==> src/rtl/sweep_pkg.sv <==
// sweep_pkg: shared widths, FSM state encoding and mode constants for the sweep controller.
package sweep_pkg;
    localparam int FW = 8;
    localparam int DW = 8;
    localparam int SW = 4;
    localparam logic MODE_ONESHOT = 1'b0;
    localparam logic MODE_TRI = 1'b1;
    typedef enum logic [1:0] {IDLE, RAMP_UP, HOLD_HI, RAMP_DOWN} state_t;
endpackage

==> src/rtl/sweep_freq_ctrl_if.sv <==
// sweep_freq_ctrl_if: config/control inputs and status outputs of the sweep controller.
interface sweep_freq_ctrl_if
    import sweep_pkg::*;
#(
    parameter int W_F = FW,
    parameter int W_D = DW,
    parameter int W_S = SW
);
    logic           start;
    logic           stop;
    logic           mode;
    logic [W_F-1:0] f_lo;
    logic [W_F-1:0] f_hi;
    logic [W_S-1:0] step;
    logic [W_D-1:0] rate_div;
    logic [W_F-1:0] freq_word;
    logic           busy;
    logic           sweep_done;
    logic           cfg_err;
    modport master(
        output start, stop, mode, f_lo, f_hi, step, rate_div,
        input  freq_word, busy, sweep_done, cfg_err
    );
    modport slave(
        input  start, stop, mode, f_lo, f_hi, step, rate_div,
        output freq_word, busy, sweep_done, cfg_err
    );
endinterface

==> src/rtl/sweep_tick_gen.sv <==
// sweep_tick_gen: prescaler producing a tick every div+1 enabled cycles.
module sweep_tick_gen
    import sweep_pkg::*;
#(
    parameter int W = DW
) (
    input  logic         clk,
    input  logic         rst_n,
    input  logic         en,
    input  logic         clr,
    input  logic [W-1:0] div,
    output logic         tick
);
    logic [W-1:0] count;

    assign tick = en && !clr && count == div;

    always_ff @(posedge clk or negedge rst_n) begin
        if (!rst_n) count <= '0;
        else count <= (clr || !en || tick) ? '0 : count + 1'b1;
    end
endmodule

==> src/rtl/sweep_freq_ctrl.sv <==
// sweep_freq_ctrl: ramps the phase-accumulator increment between latched bounds,
// one-shot or as a continuous triangle, paced by a prescaler.
module sweep_freq_ctrl
    import sweep_pkg::*;
(
    input  logic clk,
    input  logic rst_n,
    sweep_freq_ctrl_if.slave bus
);
    state_t        state;
    logic [FW-1:0] freq, lo, hi;
    logic [SW-1:0] stp;
    logic [DW-1:0] div;
    logic          md, done, err, tick, start_ok;
    logic [FW:0]   stp_ext, up;

    assign start_ok = bus.start && bus.f_lo <= bus.f_hi;
    assign stp_ext  = {{(FW + 1 - SW){1'b0}}, stp};
    assign up       = {1'b0, freq} + stp_ext;

    sweep_tick_gen #(.W(DW)) u_tick (
        .clk  (clk),
        .rst_n(rst_n),
        .en   (state != IDLE),
        .clr  (bus.stop || start_ok),
        .div  (div),
        .tick (tick)
    );

    always_ff @(posedge clk or negedge rst_n) begin
        if (!rst_n) begin
            state <= IDLE;
            freq  <= '0;
            done  <= 1'b0;
            err   <= 1'b0;
            lo    <= '0;
            hi    <= '0;
            stp   <= '0;
            div   <= '0;
            md    <= MODE_ONESHOT;
        end else begin
            done <= 1'b0;
            if (bus.stop) begin
                state <= IDLE;
                freq  <= '0;
            end else if (start_ok) begin
                lo    <= bus.f_lo;
                hi    <= bus.f_hi;
                stp   <= bus.step == '0 ? SW'(1) : bus.step;
                div   <= bus.rate_div;
                md    <= bus.mode;
                freq  <= bus.f_lo;
                state <= RAMP_UP;
                err   <= 1'b0;
            end else begin
                if (bus.start) err <= 1'b1;
                // sums are one bit wider so neither direction can wrap past a bound
                if (tick) case (state)
                    RAMP_UP:
                        if (up >= {1'b0, hi}) begin
                            freq  <= hi;
                            state <= HOLD_HI;
                        end else freq <= up[FW-1:0];
                    HOLD_HI: begin
                        freq  <= hi;
                        state <= md == MODE_TRI ? RAMP_DOWN : IDLE;
                        done  <= md != MODE_TRI;
                    end
                    RAMP_DOWN:
                        if ({1'b0, freq} <= {1'b0, lo} + stp_ext) begin
                            freq  <= lo;
                            state <= RAMP_UP;
                            done  <= 1'b1;
                        end else freq <= freq - stp_ext[FW-1:0];
                    default: ;
                endcase
            end
        end
    end

    assign bus.freq_word  = freq;
    assign bus.busy       = state != IDLE;
    assign bus.sweep_done = done;
    assign bus.cfg_err    = err;
endmodule

==> src/flat_wrapper.sv <==
// flat-port wrapper written by rule: the top's interface ports become plain ports
module sweep_freq_ctrl_flat import sweep_pkg::*;
  (clk, rst_n, bus_start, bus_stop, bus_mode, bus_f_lo, bus_f_hi, bus_step, bus_rate_div, bus_freq_word, bus_busy, bus_sweep_done, bus_cfg_err);
  sweep_freq_ctrl_if bus_i ();
  input  logic clk;
  input  logic rst_n;
  input wire logic [$bits(bus_i.start)-1:0] bus_start;
  input wire logic [$bits(bus_i.stop)-1:0] bus_stop;
  input wire logic [$bits(bus_i.mode)-1:0] bus_mode;
  input wire logic [$bits(bus_i.f_lo)-1:0] bus_f_lo;
  input wire logic [$bits(bus_i.f_hi)-1:0] bus_f_hi;
  input wire logic [$bits(bus_i.step)-1:0] bus_step;
  input wire logic [$bits(bus_i.rate_div)-1:0] bus_rate_div;
  output wire logic [$bits(bus_i.freq_word)-1:0] bus_freq_word;
  output wire logic [$bits(bus_i.busy)-1:0] bus_busy;
  output wire logic [$bits(bus_i.sweep_done)-1:0] bus_sweep_done;
  output wire logic [$bits(bus_i.cfg_err)-1:0] bus_cfg_err;
  assign bus_i.start = bus_start;
  assign bus_i.stop = bus_stop;
  assign bus_i.mode = bus_mode;
  assign bus_i.f_lo = bus_f_lo;
  assign bus_i.f_hi = bus_f_hi;
  assign bus_i.step = bus_step;
  assign bus_i.rate_div = bus_rate_div;
  assign bus_freq_word = bus_i.freq_word;
  assign bus_busy = bus_i.busy;
  assign bus_sweep_done = bus_i.sweep_done;
  assign bus_cfg_err = bus_i.cfg_err;
  sweep_freq_ctrl u_core (.clk(clk), .rst_n(rst_n), .bus(bus_i));
endmodule
==> config.mk <==
export PLATFORM = sky130hd
export DESIGN_NAME = sweep_freq_ctrl_flat
export DESIGN_NICKNAME = d
export VERILOG_FILES = /design/src/rtl/sweep_pkg.sv /design/src/rtl/sweep_freq_ctrl_if.sv /design/src/rtl/sweep_tick_gen.sv /design/src/rtl/sweep_freq_ctrl.sv /design/src/flat_wrapper.sv
export SDC_FILE = /design/constraint.sdc
export NUM_CORES = 1
export LEC_CHECK = 0
export ABC_AREA = 1
export CORE_MARGIN = 1.5
export CORE_UTILIZATION = 50
export DETAILED_ROUTE_END_ITERATION = 6
export PLACE_DENSITY = 0.72
export SETUP_SLACK_MARGIN = 0.15
export SLEW_MARGIN = 20
export SYNTH_ARGS = -nofsm -noshare
export SYNTH_HDL_FRONTEND = slang
export SYNTH_SLANG_ARGS = --single-unit
==> constraint.sdc <==
create_clock -name clk -period 4.4 [get_ports clk]
set_input_delay 0.44 -clock clk [delete_from_list [all_inputs] [get_ports clk]]
set_output_delay 0.44 -clock clk [all_outputs]
set_load 0.1 [all_outputs]
==> impl_metrics.ini <==
[synth]
synth_sequential_area_ratio_pct = 30.5
ys_async_sr_fraction_pct = 100
synth_cell_types = 39
yosys_register_bits = 49
netlist.area_leader.share_pct = 30.5
synth-main-ff-cell = sky130_fd_sc_hd__dfrtp_1
syn_area_sq_um = 4020
number_of_flops_mapped_to_enable_cells_by_yosys = 0
post_synthesis_instance_total = 561
synth.area.top_cells = sky130_fd_sc_hd__dfrtp_1 31%, sky130_fd_sc_hd__nand2_1 17%, sky130_fd_sc_hd__ha_1 12%
postSynthAreaPerCell_sq_um = 7.16
yosysTopAreaCell = sky130_fd_sc_hd__dfrtp_1
ys.warnings.count = 0
postSynthNetCount = 634

[worst_setup_path]
crit_top_cell = sky130_fd_sc_hd__nand2_1
cp_slowest_cell = sky130_fd_sc_hd__dfrtp_1
data_arrival_time_of_the_critical_path_ps = 3570
worstSetupPathType = register to register
path_buf_inv = 3
worstPathCellList = inv_1 > ha_1 > inv_1 > nand3_1 > nand2_1 > nand2_1 > nand2_1 > nand3_1 > nand2_1 > inv_1 > ha_1 > nand2_1 > nor2_1 > nand2_1 > nand2_1 > nor2_2 > nand3_4 > nand2_1 > nand2_1 > a21oi_1 > nand2_1 > a21oi_2
cp-start-kind = register
worst-endpoint-required_ps = 4640
cp_top_family = simple AND/OR/NAND/NOR gates
end_kind = register
cp_max_fo = 10
timing.critical_path.slowest_cell_delay_ps = 600

[floorplanning]
initial_core_util_pct = 51.7
core.rowCount = 32
fp.dieH_um = 92.6
die_area_sq_um = 8580
io-pin-count = 44
core_region_area_sq_um = 7770
die_x_um = 92.6

[clock_network]
htree_num_levels = 2
numCtsBuffers = 5
cts_sinks = 49
tritoncts = done
clk_latency_ps = 300
postCtsSetupBuffers = 0
ctsLongestPathBuffers = 2
cts_hold_buf = 0
postCtsResizedCells = 0
clock-root-buffer = sky130_fd_sc_hd__clkbuf_8
cts.clk_slew.worst_paths_ps = 100

[cells_and_area]
diodes = 0
fin_nets = 672
layout-drive-gt1-share_pct = 6.17
syn2layout_area_growth_pct = 13.7
fillCellCount = 736
fin_area_sq_um = 4570
postLayoutCoreUtil_pct = 58.8

[run_status]
result_of_the_run = complete, no violations

[sta]
fin_tns_setup_ps = 0
setup_violations = 0
rsz0062_at_grt = false
max_freq_ghz = 0.300
relSlewSlack_pct = 35.2
final_min_period_over_clock_period_pct = 75.7
tightestPinTransition_ps = 968
fin_skew_ps = 3.96
finalWorstPathRequiredPeriod_ps = 3330
final_hold_violations = 0
final-max-slew-violation-count = 0
timing.hold.ws_ps = 148

[routing]
route.final.wire_length_um = 9610
postRouteAntennaNets = 0
detailroute.via_count = 3626
per_cell_via_count_in_the_routed_design = 5.17
drt-initial-drc-count = 226
drt_pre_antenna_iters = 4
remaining_drc_errors = 0
routed_wire_length_per_instance_um = 13.7

[power_and_ir_drop]
design_power_total_mw = 2.52
share_seq_of_total_power_pct = 26.5
cell_internal_pwr_mw = 1.19
switching_share_pct = 52.7
power_leakage_nw = 2.38
power_frac_comb_pct = 62.7
vdd.ir_drop.worst_mv = 0.192
power.share.clock_pct = 10.8
power_switching_mw = 1.33
power_per_cell_area_nw_per_um2 = 552

[min_path]
holdCritPathClass = primary input to async pin

[flow_run]
timing.max_cap.violations = 0

[placement]
numPortBuffers = 43
dpl.hpwl_um = 7700
globalplace.congestion = 0.904
detailed_place.area_sq_um = 4480

[grt]
global_route.overflow_total = 0
first_pass_grt_wire_length_um = 16600
gr-usage-all-layers_pct = 24.5
grt_start_max_net_pins = 50
grt_pass1_vias = 3556
grt_antenna_before_repair = 0
## layout make-up
| cell class | instances | area (sq um) | share of cell area, % |
|---|---|---|---|
| clock buffer | 6 | 72.6 | 1.59 |
| sequential | 49 | 1230 | 26.8 |
| inverter | 78 | 293 | 6.41 |
| tap | 102 | 128 | 2.79 |
| multi-input combinational | 422 | 2410 | 52.7 |
| clock inverter | 2 | 13.8 | 0.301 |
| timing repair buffer | 43 | 428 | 9.36 |
## per-layer routing
metal	global-route usage (%)	routed length, um	vias up
li1	-	-	1856
met1	34.3	4580	1668
met2	39.1	4400	90
met3	4.11	519	12
met4	6.44	112	0
met5	0	0	-
## cells in the mapped netlist (2+ instances only)
library cell               number
sky130_fd_sc_hd__o21ai_0       21
sky130_fd_sc_hd__nor2_2         3
sky130_fd_sc_hd__nand4_1       14
sky130_fd_sc_hd__xnor2_1        4
sky130_fd_sc_hd__nand3b_1       2
sky130_fd_sc_hd__nand3_1       40
sky130_fd_sc_hd__nand3_4        2
sky130_fd_sc_hd__nor3b_1        2
sky130_fd_sc_hd__fa_1           3
sky130_fd_sc_hd__buf_4          3
sky130_fd_sc_hd__inv_2          2
sky130_fd_sc_hd__a21oi_1       19
sky130_fd_sc_hd__inv_1         74
sky130_fd_sc_hd__nor2_1        45
sky130_fd_sc_hd__buf_6          4
sky130_fd_sc_hd__buf_2          3
sky130_fd_sc_hd__dfrtp_1       49
sky130_fd_sc_hd__clkinv_1       2
sky130_fd_sc_hd__nand3_2        2
sky130_fd_sc_hd__a21oi_2       10
sky130_fd_sc_hd__nand2_2        3
sky130_fd_sc_hd__ha_1          37
sky130_fd_sc_hd__clkbuf_1       2
sky130_fd_sc_hd__xor2_1        15
sky130_fd_sc_hd__nand2_1      182
sky130_fd_sc_hd__nor3_1         4
sky130_fd_sc_hd__nand2_4        2
## metrics by stage
step / instances / setup slack, ps
2_1_floorplan: 561 / 1020
3_3_place_gp: 694 / 1100
3_5_place_dp: 694 / 1070
4_1_cts: 702 / 1040
5_1_grt: 702 / 607
6_report: 702 / 1070
## worst paths after layout
check / startpoint / end / slack, ps / cells past startpoint
worst max-delay path: u_core.stp[1]$_DFFE_PN0P_ / u_core.bus.freq_word[2]$_DFFE_PN0P_ / 1070 / 22
worst min-delay path: rst_n / u_core.div[4]$_DFFE_PN0P_ / 150 / 1
worst max register to register: u_core.stp[1]$_DFFE_PN0P_ / u_core.bus.freq_word[2]$_DFFE_PN0P_ / 1070 / 22
worst min register to register: u_core.div[0]$_DFFE_PN0P_ / u_core.div[0]$_DFFE_PN0P_ / 500 / 2
max in group asynchronous: rst_n / u_core.hi[1]$_DFFE_PN0P_ / 3840 / 1
min in group clk: u_core.div[0]$_DFFE_PN0P_ / u_core.div[0]$_DFFE_PN0P_ / 500 / 2
## kinds of logic (layout without fill, tap and decap cells)
group / Yosys count / in the layout / share of synthesized area (%)
and+or+nand+nor: 307 / 307 / 34.1
buffers and inverters: 90 / 129 / 9.53
DFF: 49 / 49 / 30.5
AOI/OAI and AO/OA: 56 / 56 / 8.72
adders and majority gates: 40 / 40 / 13.0
xor gates and xnor gates: 19 / 19 / 4.14
## registers in the layout, indices dropped and copies added, names as in the netlist
| name | flops |
|---|---|
| u_core.md | 1 |
| u_core.lo | 8 |
| u_core.state | 2 |
| u_core.div | 8 |
| u_core.hi | 8 |
| u_core.bus.cfg_err | 1 |
| u_core.bus.sweep_done | 1 |
| u_core.bus.freq_word | 8 |
| u_core.stp | 4 |
| u_core.u_tick.count | 8 |
## power groups by stage
stage / sequential (mW) / clock (mW) / combinational (mW)
global placement: 0.674 / 0 / 1.55
CTS: 0.667 / 0.281 / 1.59
detailed placement: 0.676 / 0 / 1.58
finish: 0.668 / 0.273 / 1.58
floorplan: 0.830 / 0 / 1.06
global route: 0.683 / 0.307 / 1.80
## layout by cell type, fill, tap and decap left out, drive strengths merged, types with 22 or more instances in the layout
master	synthesis	layout
nand2	187	187
inv	76	77
dfrtp	49	49
nor2	49	49
nand3	44	44
clkdlybuf4s50	0	42
ha	37	37
a21oi	30	30
o21ai	22	22
Power figures use the tool's default switching activity.
==> variant (config.mk and constraints unchanged) <==
The 4 states of `state_t` get a one-hot encoding in 4 bits.
--- a/src/rtl/sweep_pkg.sv
+++ b/src/rtl/sweep_pkg.sv
@@ -5,6 +5,6 @@
     localparam int SW = 4;
     localparam logic MODE_ONESHOT = 1'b0;
     localparam logic MODE_TRI = 1'b1;
-    typedef enum logic [1:0] {IDLE, RAMP_UP, HOLD_HI, RAMP_DOWN} state_t;
+    typedef enum logic [3:0] {IDLE = 4'b0001, RAMP_UP = 4'b0010, HOLD_HI = 4'b0100, RAMP_DOWN = 4'b1000} state_t;
 endpackage
 
Behaviour: no difference found for any inputs over 4 cycles, from zero or initial values and one cycle with rst_n low; so few cycles prove little.
==> variant against the original RTL <==
- sequential cell count up 2
- worst setup slack improved by 0.033 ns
- critical path depth is 5 lower
- non-clock buffer count increased by 1
- routed wire length up 5.6%
- clock skew increased by 0.0030 ns
- area after synthesis rose by 3.0%
- count of clock-buffer cells in the layout is the same
- sequential share of layout area increased by 0.098 points
- power is 4.4% higher
- cell area up 3.8%
- critical path type unchanged
- largest cell class unchanged
- largest power group unchanged
==> variant: results (changes against the original RTL) <==
Outcome
  • Status: finished clean (unchanged)

Placement
  • Total placed instance area: 0.004622 mm2 (was 0.004481 mm2)
  • DP Worst Slack: 1.163 ns (was 1.072 ns)
  • Final weighted congestion in routability-driven placement: 0.9014 (was 0.9044)
  • Final HPWL DP: 8.084 mm (was 7.704 mm)

Power
  • Pint: 1.288 mW (was 1.195 mW)
  • Cell leakage power: 2.418 nW (was 2.381 nW)
  • Part of the power in the clock network: 13.5% (was 10.8%)
  • PnR Total Power: 2.636 mW (was 2.524 mW)

STA
  • Max-slew headroom at the worst pin: 34.72% (was 35.24%)
  • Clock tree skew after final layout: 0.007002 ns (was 0.003956 ns)
  • Post-layout min period: 3.296 ns (was 3.329 ns)

Synth
  • Synth Area in XOR/XNOR: 5.082% (was 4.142%)
  • Nets in the synthesized netlist: 633 (was 634)
  • Top cells by instance count after synthesis: 140 x sky130_fd_sc_hd__nand2_1, 76 x sky130_fd_sc_hd__inv_1, 53 x sky130_fd_sc_hd__nor2_1 (was 182 x sky130_fd_sc_hd__nand2_1, 74 x sky130_fd_sc_hd__inv_1, 49 x sky130_fd_sc_hd__dfrtp_1)
  • Post-synthesis sequential area ratio: 30.88% (was 30.52%)
  • Top cells by area, synth: sky130_fd_sc_hd__dfrtp_1 30%, sky130_fd_sc_hd__nand2_1 13%, sky130_fd_sc_hd__ha_1 11% (was sky130_fd_sc_hd__dfrtp_1 31%, sky130_fd_sc_hd__nand2_1 17%, sky130_fd_sc_hd__ha_1 12%)
  • Synth Area in Adders: 12.64% (was 13.02%)
  • Synth Area in Compound Gates: 10.22% (was 8.720%)
  • Number of enable flip-flop cells after synthesis: 0 (unchanged)
  • Library cells used by synthesis: 41 (was 39)
  • Cells after Synth: 560 (was 561)
  • Yosys synthesis warning count: 0 (unchanged)

Worst setup path
  • Flop-to-flop setup slack: 1.10 ns (was 1.07 ns)
  • Worst reg2reg path startpoint: u_core.bus.freq_word[0] (was u_core.stp[1])
  • Maximum cell stage delay along the critical path: 0.46 ns (was 0.60 ns)
  • Slowest-stage cell, CP: sky130_fd_sc_hd__dfrtp_1 (unchanged)
  • Worst EP arrival: 3.55 ns (was 3.57 ns)
  • Worst reg-to-reg path cell count: 17 (was 22)

Route
  • DR WL/cell: 14.46 um (was 13.69 um)
  • DR iter-0 viols: 319 (was 226)

Finish
  • Non-filler instance count after layout: 702 (unchanged)

Global route
  • Largest net degree at the start of global routing: 52 (was 50)
  • Via count of the first global-routing pass: 3590 (was 3556)
  • Met1 Track Usage GR: 35.18% (was 34.34%)
  • Met2 track utilization from global routing: 40.88% (was 39.09%)
  • Global-route wire length before repair: 17.10 mm (was 16.56 mm)
  • Global-route usage over all layers: 25.04% (was 24.46%)

Clocking
  • Clock Root Buffer: sky130_fd_sc_hd__clkbuf_8 (unchanged)
  • CTS Buf Count: 5 (unchanged)
-- variant: cell types whose count changed after synthesis, moves of 3 or more --
cell,before,now
sky130_fd_sc_hd__o21ai_0,21,31
sky130_fd_sc_hd__a21oi_2,10,6
sky130_fd_sc_hd__nand4_1,14,23
sky130_fd_sc_hd__nor2_1,45,53
sky130_fd_sc_hd__nand3b_1,2,8
sky130_fd_sc_hd__xnor2_1,4,7
sky130_fd_sc_hd__nand2_1,182,140
sky130_fd_sc_hd__nand3_1,40,34
-- variant: kinds of logic (layout without fill, tap and decap cells) --
family	count (synthesis)	after routing
adders and majority gates	40	40
buffers and inverters	94	134
xor gates and xnor gates	24	24
DFF	51	51
and+or+nand+nor	284	284
AOI/OAI and AO/OA	67	67
-- variant: how the worst min path moves through the flow --
stage	startpoint	end	slack, ns	cells after the start
after detailed placement	u_core.div[0]	u_core.div[0]	0.48	2
after floorplan	rst_n	u_core.bus.cfg_err	0.14	0
final	rst_n	u_core.div[5]	0.22	2
after global placement	u_core.state[0]	u_core.state[0]	0.48	2
after global routing	rst_n	u_core.u_tick.count[6]	0.28	2
after CTS	rst_n	u_core.bus.sweep_done	0.25	2
-- variant: area by class of cell --
cell class                 count  area, um2  area share (%)
tap                          102      127.6           2.691
sequential                    51       1277           26.93
clock inverter                 2      38.79          0.8177
timing repair buffer          44      432.9           9.127
clock buffer                   6      82.58           1.741
multi-input combinational    415       2474           52.15
inverter                      82      310.3           6.542
-- variant: routing by layer --
metal	routed length, um	vias up
met5	0	-
met4	146	0
met3	478	12
met2	4638	96
met1	4886	1684
li1	-	1884
